## config.mk

```make
export PLATFORM = sky130hd
export DESIGN_NAME = serial_adder_ctrl
export DESIGN_NICKNAME = d
export VERILOG_FILES = /design/src/rtl/serial_adder_ctrl.sv
export SDC_FILE = /design/constraint.sdc
export NUM_CORES = 1
export LEC_CHECK = 0
export BUFFER_PORTS_ARGS = -buffer_cell sky130_fd_sc_hd__buf_2
export CORE_MARGIN = 3
export CORE_UTILIZATION = 45
export DETAILED_ROUTE_END_ITERATION = 7
export PLACE_DENSITY = 0.67
export SLEW_MARGIN = 20
export SYNTH_ARGS = -nofsm -noshare
export SYNTH_HDL_FRONTEND = slang
export SYNTH_SLANG_ARGS = --single-unit
```

## constraint.sdc

```tcl
create_clock -name clk -period 3.8 [get_ports clk]
set_clock_uncertainty 0.2 [all_clocks]
set_input_delay 0.57 -clock clk [delete_from_list [all_inputs] [get_ports clk]]
set_output_delay 0.57 -clock clk [all_outputs]
set_load 0.01 [all_outputs]
```

## src/rtl/serial_adder_ctrl.sv

```systemverilog
// Bit-serial adder controller: adds two WIDTH-bit operands plus carry-in one
// bit per clock, LSB first, through a single 1-bit full adder.
//
// Handshake: a start pulse is accepted only while idle (busy=0, done=0). The
// operands and carry-in are captured on the accepting edge. busy stays high
// for the WIDTH RUN cycles. done is a one-cycle pulse; sum/cout update on the
// edge that raises done and hold until the next completion. start is ignored
// while busy or done.

module full_adder_single (
  input  logic a,
  input  logic b,
  input  logic ci,
  output logic s,
  output logic co
);

  assign s  = a ^ b ^ ci;
  assign co = (a & b) | (a & ci) | (b & ci);

endmodule

module serial_adder_ctrl #(
  parameter int WIDTH = 8
) (
  input  logic             clk,
  input  logic             rst_n,
  input  logic             start,
  input  logic [WIDTH-1:0] a_in,
  input  logic [WIDTH-1:0] b_in,
  input  logic             cin,
  output logic             busy,
  output logic             done,
  output logic [WIDTH-1:0] sum,
  output logic             cout,
  output logic [1:0]       state_dbg
);

  localparam int CW = (WIDTH > 1) ? $clog2(WIDTH) : 1;
  localparam logic [CW-1:0] LAST_BIT = CW'(WIDTH - 1);

  typedef enum logic [1:0] {
    IDLE = 2'd0,
    RUN  = 2'd1,
    DONE = 2'd2
  } state_t;

  state_t           state;
  logic [WIDTH-1:0] a_reg;
  logic [WIDTH-1:0] b_reg;
  logic [WIDTH-1:0] psum;
  logic             carry;
  logic [CW-1:0]    cnt;

  logic             fa_s;
  logic             fa_co;

  // The only adder in the block; it always sees the current LSBs and carry.
  full_adder_single u_fa (
    .a  (a_reg[0]),
    .b  (b_reg[0]),
    .ci (carry),
    .s  (fa_s),
    .co (fa_co)
  );

  assign state_dbg = state;

  // Control FSM with datapath shift registers and registered outputs.
  always_ff @(posedge clk or negedge rst_n) begin
    if (!rst_n) begin
      state <= IDLE;
      a_reg <= '0;
      b_reg <= '0;
      psum  <= '0;
      carry <= 1'b0;
      cnt   <= '0;
      busy  <= 1'b0;
      done  <= 1'b0;
      sum   <= '0;
      cout  <= 1'b0;
    end else begin
      case (state)
        IDLE: begin
          done <= 1'b0;
          if (start) begin
            a_reg <= a_in;
            b_reg <= b_in;
            carry <= cin;
            cnt   <= '0;
            busy  <= 1'b1;
            state <= RUN;
          end
        end
        RUN: begin
          // New sum bit enters at the MSB so after WIDTH shifts bit 0 is the LSB.
          psum  <= {fa_s, psum[WIDTH-1:1]};
          carry <= fa_co;
          a_reg <= a_reg >> 1;
          b_reg <= b_reg >> 1;
          cnt   <= cnt + CW'(1);
          if (cnt == LAST_BIT) begin
            sum   <= {fa_s, psum[WIDTH-1:1]};
            cout  <= fa_co;
            busy  <= 1'b0;
            done  <= 1'b1;
            state <= DONE;
          end
        end
        DONE: begin
          done  <= 1'b0;
          state <= IDLE;
        end
        default: begin
          busy  <= 1'b0;
          done  <= 1'b0;
          state <= IDLE;
        end
      endcase
    end
  end

endmodule

```

==> results of run 1 <==
## cell usage after synthesis (all sizes together)
| master | number | share of area |
|---|---|---|
| nand2b | 3 | 0.011 |
| clkbuf | 2 | 0.0043 |
| dfrtp | 40 | 0.57 |
| o21bai | 1 | 0.0043 |
| nand2 | 24 | 0.061 |
| o22ai | 6 | 0.021 |
| nor2b | 2 | 0.011 |
| ha | 2 | 0.014 |
| a21oi | 8 | 0.023 |
| a21o | 1 | 0.0043 |
| buf | 6 | 0.029 |
| a22o | 2 | 0.010 |
| o21ba | 1 | 0.0057 |
| o221a | 9 | 0.058 |
| o21ai | 3 | 0.0086 |
| inv | 3 | 0.0064 |
| mux2 | 9 | 0.077 |
| fa | 1 | 0.011 |
| a32o | 1 | 0.0057 |
| nand3b | 9 | 0.039 |
| nor2 | 10 | 0.021 |
## metrics by stage
| stage | std cells | setup WS, ns | total power, W |
|---|---|---|---|
| global route | 223 | 1.92 | 0.00181 |
| CTS | 223 | 1.99 | 0.00169 |
| floorplan | 143 | 2.22 | 0.00124 |
| finish | 223 | 2.00 | 0.00166 |
| global placement | 215 | 2.12 | 0.00136 |
| detailed placement | 215 | 2.06 | 0.00140 |
## how the worst min path moves through the flow
stage / startpoint / to / slack, ns
2_1_floorplan: rst_n / a_reg[0] / 0.07
3_3_place_gp: psum[1] / psum[1] / 0.27
3_5_place_dp: psum[1] / psum[1] / 0.29
4_1_cts: rst_n / sum[6] / 0.21
5_1_grt: rst_n / sum[5] / 0.25
6_report: rst_n / sum[6] / 0.19
## layer usage
layer  vias up  wire, um  track usage
met1       555      1530        0.223
li1        569         -            -
met5         -         0            0
met2        27      1550        0.272
met4         0        32       0.0670
met3         4       151       0.0493
## logic make-up (layout without fill, tap and decap cells)
group | after synthesis | count (layout) | share of synthesized area
mux | 9 | 9 | 0.0774
compound gates | 32 | 32 | 0.141
fa+ha+maj | 3 | 3 | 0.0258
buf+inv | 11 | 43 | 0.0394
simple gates | 48 | 48 | 0.143
flops | 40 | 40 | 0.573
## power by group through the flow
stage / clock, W / sequential, W / combinational [W]
after detailed placement: 0 / 0.000767 / 0.000632
after global placement: 0 / 0.000756 / 0.000605
after global routing: 0.000310 / 0.000792 / 0.000708
final: 0.000284 / 0.000759 / 0.000619
after CTS: 0.000295 / 0.000761 / 0.000631
after floorplan: 0 / 0.000751 / 0.000492
## layout make-up
cell class,count,area share
Clock buffer,6,0.0413
Timing Repair Buffer,32,0.0800
Clock inverter,2,0.00500
Multi-Input combinational cell,92,0.338
Sequential cell,40,0.500
Tap cell,48,0.0300
Inverter,3,0.00563
## cells in the final DEF, fill, tap and decap left out, types with 2 or more instances in the layout
cell type	synthesis	routed
dfrtp_1	40	40
o221a_2	9	9
o21ai_0	3	3
inv_1	3	3
clkbuf_8	0	6
nor2_1	10	10
a21oi_1	8	8
clkinv_2	0	2
mux2_4	9	9
ha_1	2	2
nand2_1	23	23
o22ai_1	6	6
nand3b_1	9	9
nand2b_1	3	3
a22o_1	2	2
buf_2	1	32
==> summary.md, run 1 <==
| Metric | Value |
|---|---|
| Result of the run | `completed` |
| Final min period | `1.80 ns` |
| Worst vdd ir | `0.356 mV` |
| Post-synth cell types | `25` |
| Core area | `0.00369 mm2` |
| Fmax achieved | `557 MHz` |
| Worst hold slack | `about 0.19 ns` |
| RSZ-0062 raised after global routing | `no` |
| Sequential-to-total area share from yosys stat | `0.573` |
| FF+latch count, synth | `40` |
| Post-Route WL | `3.26 mm` |
| # rows | `22` |
| Design Area, Final | `0.00200 mm2` |
| Final Hold Viols | `0` |
| Cell Int Power | `roughly 0.0011 W` |
| MaxCap Viol Count | `0` |
| Vias in the first global route | `between 1000 and 1500` |
| CP required | `roughly 3.0 ns` |
| Area of the multi-input gates | `~680 um2` |
| Sum of negative setup slack | `0 ns` |
| RR Endpoint | `b_reg[2]` |
| # setup viols final | `0` |
| Leakage | `around 1 nW` |
| Drt wl/cell | `approximately 15 um` |
| Initial antenna violation count | `0` |
| CTS buffer count | `5` |
| Switch Pwr | `0.000569 W` |
| Layout cells sized above 1 | `0.349` |
| Sw Share | `0.342` |
| Placed Area | `about 0.0019 mm2` |
| Die Area | `0.00466 mm2` |
| Crit-path max FO | `10` |
| Clk root buf | `clkbuf_8` |
| CTS tree | `done` |
| Layout area overhead | `14.6%` |
| Slew HR | `0.427` |
| CP Capture Type | `output pin` |
| Post-DP HPWL | `approximately 2.3 mm` |
| R2R depth | `2` |
| WP data arrival | `1.03 ns` |
| Total track usage | `0.172` |
| Worst setup path end | `state_dbg[1]` |
| Worst Setup Path Type | `flip-flop to output pin` |
| Setup crit start | `state_dbg[1]` |
| CTS Sinks | `40` |
| Nets | `197` |
| Clock power frac | `0.171` |
| Max-slew violation count | `0` |
| I/O pin count | `33` |
| Storage element area | `0.00100 mm2` |
| Slowest CP cell | `dfrtp_1` |
| Fin util | `0.543` |
| Fill count | `roughly 350` |
| Combinational share of power | `0.372` |
| Slew @ Worst Pin | `0.859 ns` |
| Min-Delay Path Class | `input pin to async pin` |
| Post-cts repair resize count | `0` |
| Starting density of the core | `0.474` |
| Drt initial violations | `25` |
| Sequential share of power | `0.457` |
| Clk_lat worst skew | `0.29 ns` |
| Tcrit/Tclk final | `0.473` |
| Clock Tree Buf Depth | `2` |
| DRT Pass-1 Iters | `4` |
| Post-CTS Setup Bufs | `0` |
| Gpl congestion | `0.762` |
| PD cells | `831 mW/mm2` |
| Largest net degree at the start of global routing | `41` |
| R2r setup slk | `2.05 ns` |
| Global-route wire length before repair | `5.81 mm` |
| Port Buffer Count | `32` |
| Yosys warnings | `0` |
| Clock transition at path regs | `0.07 ns` |
| Max stage delay on crit path | `0.53 ns` |
| Die outline width | `around 68 um` |
| Cell Chain, Critical Path | `buf_2` |
| CP bufs+invs | `1` |
| Via/cell ratio | `about 5.2` |
| Avg Inst Size Synth | `12.2 um2` |
| Diode count | `0` |
| Hold buffer count at cts | `0` |
| Synthesized area | `0.00175 mm2` |
| Number of H-tree levels | `2` |
| Detail Route Antenna Nets | `0` |
| Startpoint types | `flip-flop` |
| Via count | `1155` |
| Mapped Cells | `143` |
| Die Y | `68.3 um` |
| RR Startpoint | `state_dbg[1]` |
| Crit path max-delay family | `flip-flops` |
| WP depth | `1` |
| Total grt overflow | `0` |
| DRC | `0` |
| Net count after synthesis | `~170` |
Power figures use the tool's default switching activity.
==> inputs of run 2 (changes only) <==
- PLACE_DENSITY: 0.67 -> 0.7
- clock period: 3.8 -> 1.5 ns (I/O delays scaled with it)
==> run 2 against run 1 <==
  * The flow now finishes with violations (negative setup slack)
  * Hold slack got worse by 0.18 ns
  * Final cell count up 7.2%
  * Register-to-register slack lost 2.1 ns
  * Clock-buffer cell count down 1
  * Sequential share of layout area decreased by 4.1 points
  * Die area unchanged
  * Worst setup slack lost 2.0 ns
  * Utilization grew 5.0 points
  * Combinational power increased to 3.1 times the previous value
  * Highest routed layer unchanged
==> summary.md, run 2 (synthesis results as in run 1) <==
| Metric | Value |
|---|---|
| CTS buffer count | `5 (unchanged)` |
| Clk_lat worst skew | `0.29 ns (about the same)` |
| Starting density of the core | `0.474 (unchanged)` |
| # setup viols final | `4 (was 0)` |
| Worst hold path startpoint | `a_in[7]` |
| PD cells | `2060 mW/mm2 (was 831 mW/mm2)` |
| Nets | `214 (was 197)` |
| Area of the multi-input gates | `724 um2 (was 677 um2)` |
| Commonest non-fill, non-tap cells in the layout | `dfrtp_1 (38), buf_2 (32), nand2_1 (23), buf_4 (11), nor2_1 (10) (was dfrtp_1 (40), buf_2 (32), nand2_1 (23), nor2_1 (10))` |
| Worst vdd ir | `0.941 mV (was 0.356 mV)` |
| MaxCap Viol Count | `0 (unchanged)` |
| Dpl cells | `225 (was 215)` |
| Slew HR | `0.669 (was 0.427)` |
| Worst Hold End | `a_reg[7]` |
| RR Startpoint | `state_dbg[1] (unchanged)` |
| Die outline width | `68.3 um (unchanged)` |
| Drt initial violations | `90 (was 25)` |
| Die Area | `0.00466 mm2 (unchanged)` |
| Storage element area | `0.00100 mm2 (about the same)` |
| Final min period | `1.51 ns` |
| Min-Delay Path Class | `input pin to flip-flop (was input pin to async pin)` |
| Die Y | `68.3 um (unchanged)` |
| DRT Pass-1 Iters | `4 (unchanged)` |
| Max stage delay on crit path | `0.44 ns (was 0.53 ns)` |
| Clock Tree Buf Depth | `2 (unchanged)` |
| Gpl congestion | `0.775 (was 0.762)` |
| Worst Setup Path Type | `flip-flop to flip-flop (was flip-flop to output pin)` |
| Drt wl/cell | `14.8 um (was 14.6 um)` |
| Worst hold slack | `0.0102 ns (was 0.190 ns)` |
| WP data arrival | `1.49 ns (was 1.03 ns)` |
| Crit-path max FO | `5 (was 10)` |
| Final Hold Viols | `0 (unchanged)` |
| Switch Pwr | `0.00154 W (was 0.000569 W)` |
| Global-route wire length before repair | `5.88 mm (was 5.81 mm)` |
| WP depth | `4 (was 1)` |
| Sequential share of power | `0.426 (was 0.457)` |
| CTS Sinks | `40 (unchanged)` |
| Slew @ Worst Pin | `0.496 ns (was 0.859 ns)` |
| Cell Chain, Critical Path | `buf_6 > nor2b_4 > nand2_4 > mux2_4 (was buf_2)` |
| DRC | `0 (unchanged)` |
| Max-slew violation count | `0 (unchanged)` |
| Detail Route Antenna Nets | `0 (unchanged)` |
| Result of the run | `complete, but fails checks (was completed)` |
| Combinational share of power | `0.424 (was 0.372)` |
| Final cell count without fillers | `239 (was 223)` |
| Fin util | `0.593 (was 0.543)` |
| Total track usage | `0.176 (was 0.172)` |
| Post-Route WL | `3.54 mm (was 3.26 mm)` |
| Hold Crit Depth | `2` |
| Fill count | `314 (was 346)` |
| Pre-CTS setup slack | `-0.0727 ns (was 2.06 ns)` |
| Tcrit/Tclk final | `1.00` |
| R2r setup slk | `-0.005 ns (was 2.05 ns)` |
| CP required | `1.48 ns (was 3.03 ns)` |
| Largest net degree at the start of global routing | `41 (unchanged)` |
| Fmax achieved | `about 660 MHz` |
| Most common cell after layout, fill and taps aside | `dfrtp_1 (unchanged)` |
| # rows | `22 (unchanged)` |
| Via/cell ratio | `5.38 (was 5.18)` |
| Crit path max-delay family | `flip-flops (unchanged)` |
| Cell Int Power | `0.00295 W (was 0.00109 W)` |
| Total grt overflow | `0 (unchanged)` |
| R2R depth | `4 (was 2)` |
| Clock power frac | `0.149 (was 0.171)` |
| I/O pin count | `33 (unchanged)` |
| Layout cells sized above 1 | `0.435 (was 0.349)` |
| Leakage | `1.07 nW (was 0.989 nW)` |
| Core area | `0.00369 mm2 (unchanged)` |
| Diode count | `0 (unchanged)` |
| Clk root buf | `clkbuf_8 (unchanged)` |
| Post-DP HPWL | `2.42 mm (was 2.32 mm)` |
| Number of H-tree levels | `2 (unchanged)` |
| Port Buffer Count | `32 (unchanged)` |
| RSZ-0062 raised after global routing | `yes (was no)` |
| Via count | `1285 (was 1155)` |
| CP bufs+invs | `1 (unchanged)` |
| CTS tree | `done (unchanged)` |
| Startpoint types | `flip-flop (unchanged)` |
| Worst setup margin | `-0.00540 ns (was 2.00 ns)` |
| RR Endpoint | `sum[1] (was b_reg[2])` |
| Violated checks | `negative setup slack` |
| Vias in the first global route | `1304 (was 1217)` |
| Initial antenna violation count | `0 (unchanged)` |
| Sw Share | `0.343 (was 0.342)` |
| Clock transition at path regs | `0.08 ns (was 0.07 ns)` |
| Total power | `0.00449 W (was 0.00166 W)` |
| Layout area overhead | `25.1% (was 14.6%)` |
| CP Capture Type | `flip-flop (was output pin)` |
| Slowest CP cell | `dfrtp_2 (was dfrtp_1)` |
[run 2: changes by cell type in the layout (fill, tap and decap cells not counted), sizes merged]
cell,delta
buf,+14
nand2,+1
clkinv,-1
clkinvlp,+1
clkbuf,-1
dlygate4sd3,+2
[run 2: worst max path at each step]
stage / start / end / slack, ns
CTS: state_dbg[1] / sum[1] / -0.01
global route: state_dbg[1] / sum[4] / -0.05
finish: state_dbg[1] / sum[1] / -0.005
floorplan: state_dbg[1] / a_reg[2] / -0.01
global placement: cnt[0] / sum[7] / -0.02
detailed placement: cnt[0] / sum[5] / -0.07
[run 2: timing repair]
item,CTS,global route
gates cloned,1,0
endpoints found under the setup margin,9,35
hold endpoints to repair,41,0
resized for setup,2,8
hold buffers,2,0
pin swaps,3,2
buffers inserted,4,0
[run 2: layout make-up]
| class | instances | area share |
|---|---|---|
| timing repair buffer | 48 | 0.140 |
| multi-input combinational | 93 | 0.331 |
| clock buffer | 5 | 0.0315 |
| sequential | 40 | 0.459 |
| tap | 48 | 0.0275 |
| inverter | 3 | 0.00515 |
| clock inverter | 2 | 0.00572 |
[run 2: power groups by stage]
stage | clock network [W] | registers [W] | logic, W
2_1_floorplan | 0 | 0.00191 | 0.00130
3_3_place_gp | 0 | 0.00189 | 0.00173
3_5_place_dp | 0 | 0.00193 | 0.00180
4_1_cts | 0.000687 | 0.00191 | 0.00190
5_1_grt | 0.000740 | 0.00198 | 0.00213
6_report | 0.000672 | 0.00192 | 0.00191
[run 2: per-layer routing]
layer	routed length, um	part of all wire	up-vias	global-route usage
met2	1640	0.46	41	0.280
met4	85	0.024	0	0.0819
met3	190	0.054	11	0.0460
met5	0	0	-	0
met1	1620	0.46	635	0.221
li1	-	-	598	-
[run 2: metrics by stage]
step / TNS, ns / cell area (um2)
global route: -0.352 / 2190
finish: -0.0179 / 2190
detailed placement: -0.596 / 2010
global placement: -0.209 / 2010
floorplan: -0.129 / 1770
CTS: -0.0424 / 2160
[run 2: worst reg2reg max path, delay by kind of cell, from the launching register on]
kind	cells	cell delay, ns
flip-flops	1	0.44
AND/OR/NAND/NOR	2	0.32
buffers and inverters	1	0.13
multiplexers	1	0.30
==> inputs of run 3 (changes only) <==
- CORE_ASPECT_RATIO: default -> 1.2
==> run 3 against run 2 <==
  * The flow still finishes with violations (negative setup slack)
  * Clock power up 12%
  * Wire length fell by 0.88%
  * Cell area rose by 1.8%
  * Final cell count increased by 2.5%
==> summary.md, run 3 (synthesis results as in run 1) <==
| Metric | Value |
|---|---|
| Final Hold Viols | `0 (unchanged)` |
| Final min period | `1.53 ns (was 1.51 ns)` |
| PD cells | `2070 mW/mm2 (was 2060 mW/mm2)` |
| CTS tree | `done (unchanged)` |
| Diode count | `0 (unchanged)` |
| Result of the run | `complete, but fails checks (unchanged)` |
| Detail Route Antenna Nets | `0 (unchanged)` |
| Hold Crit Depth | `3 (was 2)` |
| Post-Route WL | `3.51 mm (was 3.54 mm)` |
| Worst hold slack | `0.0323 ns (was 0.0102 ns)` |
| DRC | `0 (unchanged)` |
| CP Capture Type | `flip-flop (unchanged)` |
| RR Startpoint | `cnt[1] (was state_dbg[1])` |
| Area of the multi-input gates | `722 um2 (was 724 um2)` |
| RR Endpoint | `sum[6] (was sum[1])` |
| Global-route wire length before repair | `5.89 mm (was 5.88 mm)` |
| Drt initial violations | `53 (was 90)` |
| Nets | `216 (was 214)` |
| Layout cells sized above 1 | `0.435 (about the same)` |
| # setup viols final | `9 (was 4)` |
| Clock transition at path regs | `0.07 ns (was 0.08 ns)` |
| Fill count | `292 (was 314)` |
| WP data arrival | `1.51 ns (was 1.49 ns)` |
| I/O pin count | `33 (unchanged)` |
| MaxCap Viol Count | `0 (unchanged)` |
| R2R depth | `4 (unchanged)` |
| Drt wl/cell | `14.3 um (was 14.8 um)` |
| CTS buffer count | `5 (unchanged)` |
| DRT Pass-1 Iters | `4 (unchanged)` |
| Total power | `0.00460 W (was 0.00449 W)` |
| Worst Hold End | `a_reg[5] (was a_reg[7])` |
| Startpoint types | `flip-flop (unchanged)` |
| Worst Setup Path Type | `flip-flop to flip-flop (unchanged)` |
| Storage element area | `0.00100 mm2 (about the same)` |
| Starting density of the core | `0.473 (was 0.474)` |
| CTS Sinks | `40 (unchanged)` |
| Core area | `0.00369 mm2 (about the same)` |
| Post-DP HPWL | `2.47 mm (was 2.42 mm)` |
| Worst vdd ir | `1.00 mV (was 0.941 mV)` |
| Violated checks | `negative setup slack (unchanged)` |
| Max-slew violation count | `0 (unchanged)` |
| Worst hold path startpoint | `a_in[5] (was a_in[7])` |
| Slew HR | `0.692 (was 0.669)` |
| CP required | `1.48 ns (about the same)` |
| Largest net degree at the start of global routing | `25 (was 41)` |
| Leakage | `1.09 nW (was 1.07 nW)` |
| Fmax achieved | `652 MHz (was 664 MHz)` |
| Clock Tree Buf Depth | `2 (unchanged)` |
| Total grt overflow | `0 (unchanged)` |
| Port Buffer Count | `32 (unchanged)` |
| Die outline width | `62.9 um (was 68.3 um)` |
| Slew @ Worst Pin | `0.463 ns (was 0.496 ns)` |
| Min-Delay Path Class | `input pin to flip-flop (unchanged)` |
| Crit-path max FO | `5 (unchanged)` |
| Total track usage | `0.164 (was 0.176)` |
| Commonest non-fill, non-tap cells in the layout | `dfrtp_1 (39), buf_2 (32), nand2_1 (23), buf_4 (13), nor2_1 (10) (was dfrtp_1 (38), buf_2 (32), nand2_1 (23), buf_4 (11), nor2_1 (10))` |
| Number of H-tree levels | `2 (unchanged)` |
| Pre-CTS setup slack | `-0.0801 ns (was -0.0727 ns)` |
| Die Y | `74.3 um (was 68.3 um)` |
| Vias in the first global route | `1234 (was 1304)` |
| Via/cell ratio | `5.17 (was 5.38)` |
| # rows | `24 (was 22)` |
| Gpl congestion | `0.751 (was 0.775)` |
| Initial antenna violation count | `0 (unchanged)` |
| Worst setup margin | `-0.0327 ns (was -0.00540 ns)` |
| Via count | `1267 (was 1285)` |
| Clk root buf | `clkbuf_8 (unchanged)` |
| R2r setup slk | `-0.03 ns (was -0.005 ns)` |
| Tcrit/Tclk final | `1.02 (was 1.00)` |
| Die Area | `0.00467 mm2 (was 0.00466 mm2)` |
| Clk_lat worst skew | `0.29 ns (about the same)` |
| Most common cell after layout, fill and taps aside | `dfrtp_1 (unchanged)` |
| RSZ-0062 raised after global routing | `yes (unchanged)` |
| Layout area overhead | `27.4% (was 25.1%)` |
run 3: worst max path at each step:
stage,from,cells after the start,end,slack [ns]
floorplan,state_dbg[1],5,a_reg[2],-0.01
global placement,cnt[0],4,cout,-0.02
detailed placement,cnt[0],4,sum[4],-0.08
CTS,cnt[0],4,sum[6],-0.01
global route,cnt[1],4,sum[1],-0.07
finish,cnt[1],4,sum[6],-0.03
run 3: layout make-up:
| class | count | share of cell area |
|---|---|---|
| sequential | 40 | 0.451 |
| multi-input combinational | 93 | 0.325 |
| timing repair buffer | 50 | 0.147 |
| clock buffer | 7 | 0.0433 |
| tap | 52 | 0.0292 |
| inverter | 3 | 0.00506 |
run 3: power breakdown:
part           total (W)  internal (W)  leakage [nW]  switching, W
Clock           0.000751      0.000409        0.0503      0.000342
Combinational    0.00195       0.00107         0.559      0.000880
Sequential       0.00190       0.00158         0.484      0.000317
run 3: stage by stage:
stage	std cells	util	TNS [ns]	instance area, um2
5_1_grt	245	0.602	-0.718	2220
3_5_place_dp	230	0.551	-0.646	2030
6_report	245	0.602	-0.206	2220
2_1_floorplan	143	-	-0.129	1770
3_3_place_gp	230	0.551	-0.207	2030
4_1_cts	244	0.595	-0.0663	2200
run 3: metal layers:
layer | part of all wire | up-vias | global-route usage | routed length [um]
met5 | 0 | - | 0 | 0
met4 | 0.0080 | 0 | 0.0515 | 28
met3 | 0.049 | 3 | 0.0574 | 171
met2 | 0.50 | 38 | 0.267 | 1760
met1 | 0.44 | 623 | 0.209 | 1550
li1 | - | 603 | - | -
run 3: timing repair:
item | in CTS | in global routing
pin swaps | 2 | 1
resized for setup | 1 | 6
endpoints found under the hold margin | 42 | 0
hold buffers | 3 | 0
cloned | 1 | 0
setup endpoints to repair | 9 | 26
buffers inserted | 3 | 1
run 3: worst max-delay path: stages, from the launching register on:
cell     delay, ns
dfrtp_1       0.40
ha_2          0.21
ha_4          0.20
nand2_4       0.11
mux2_4        0.30
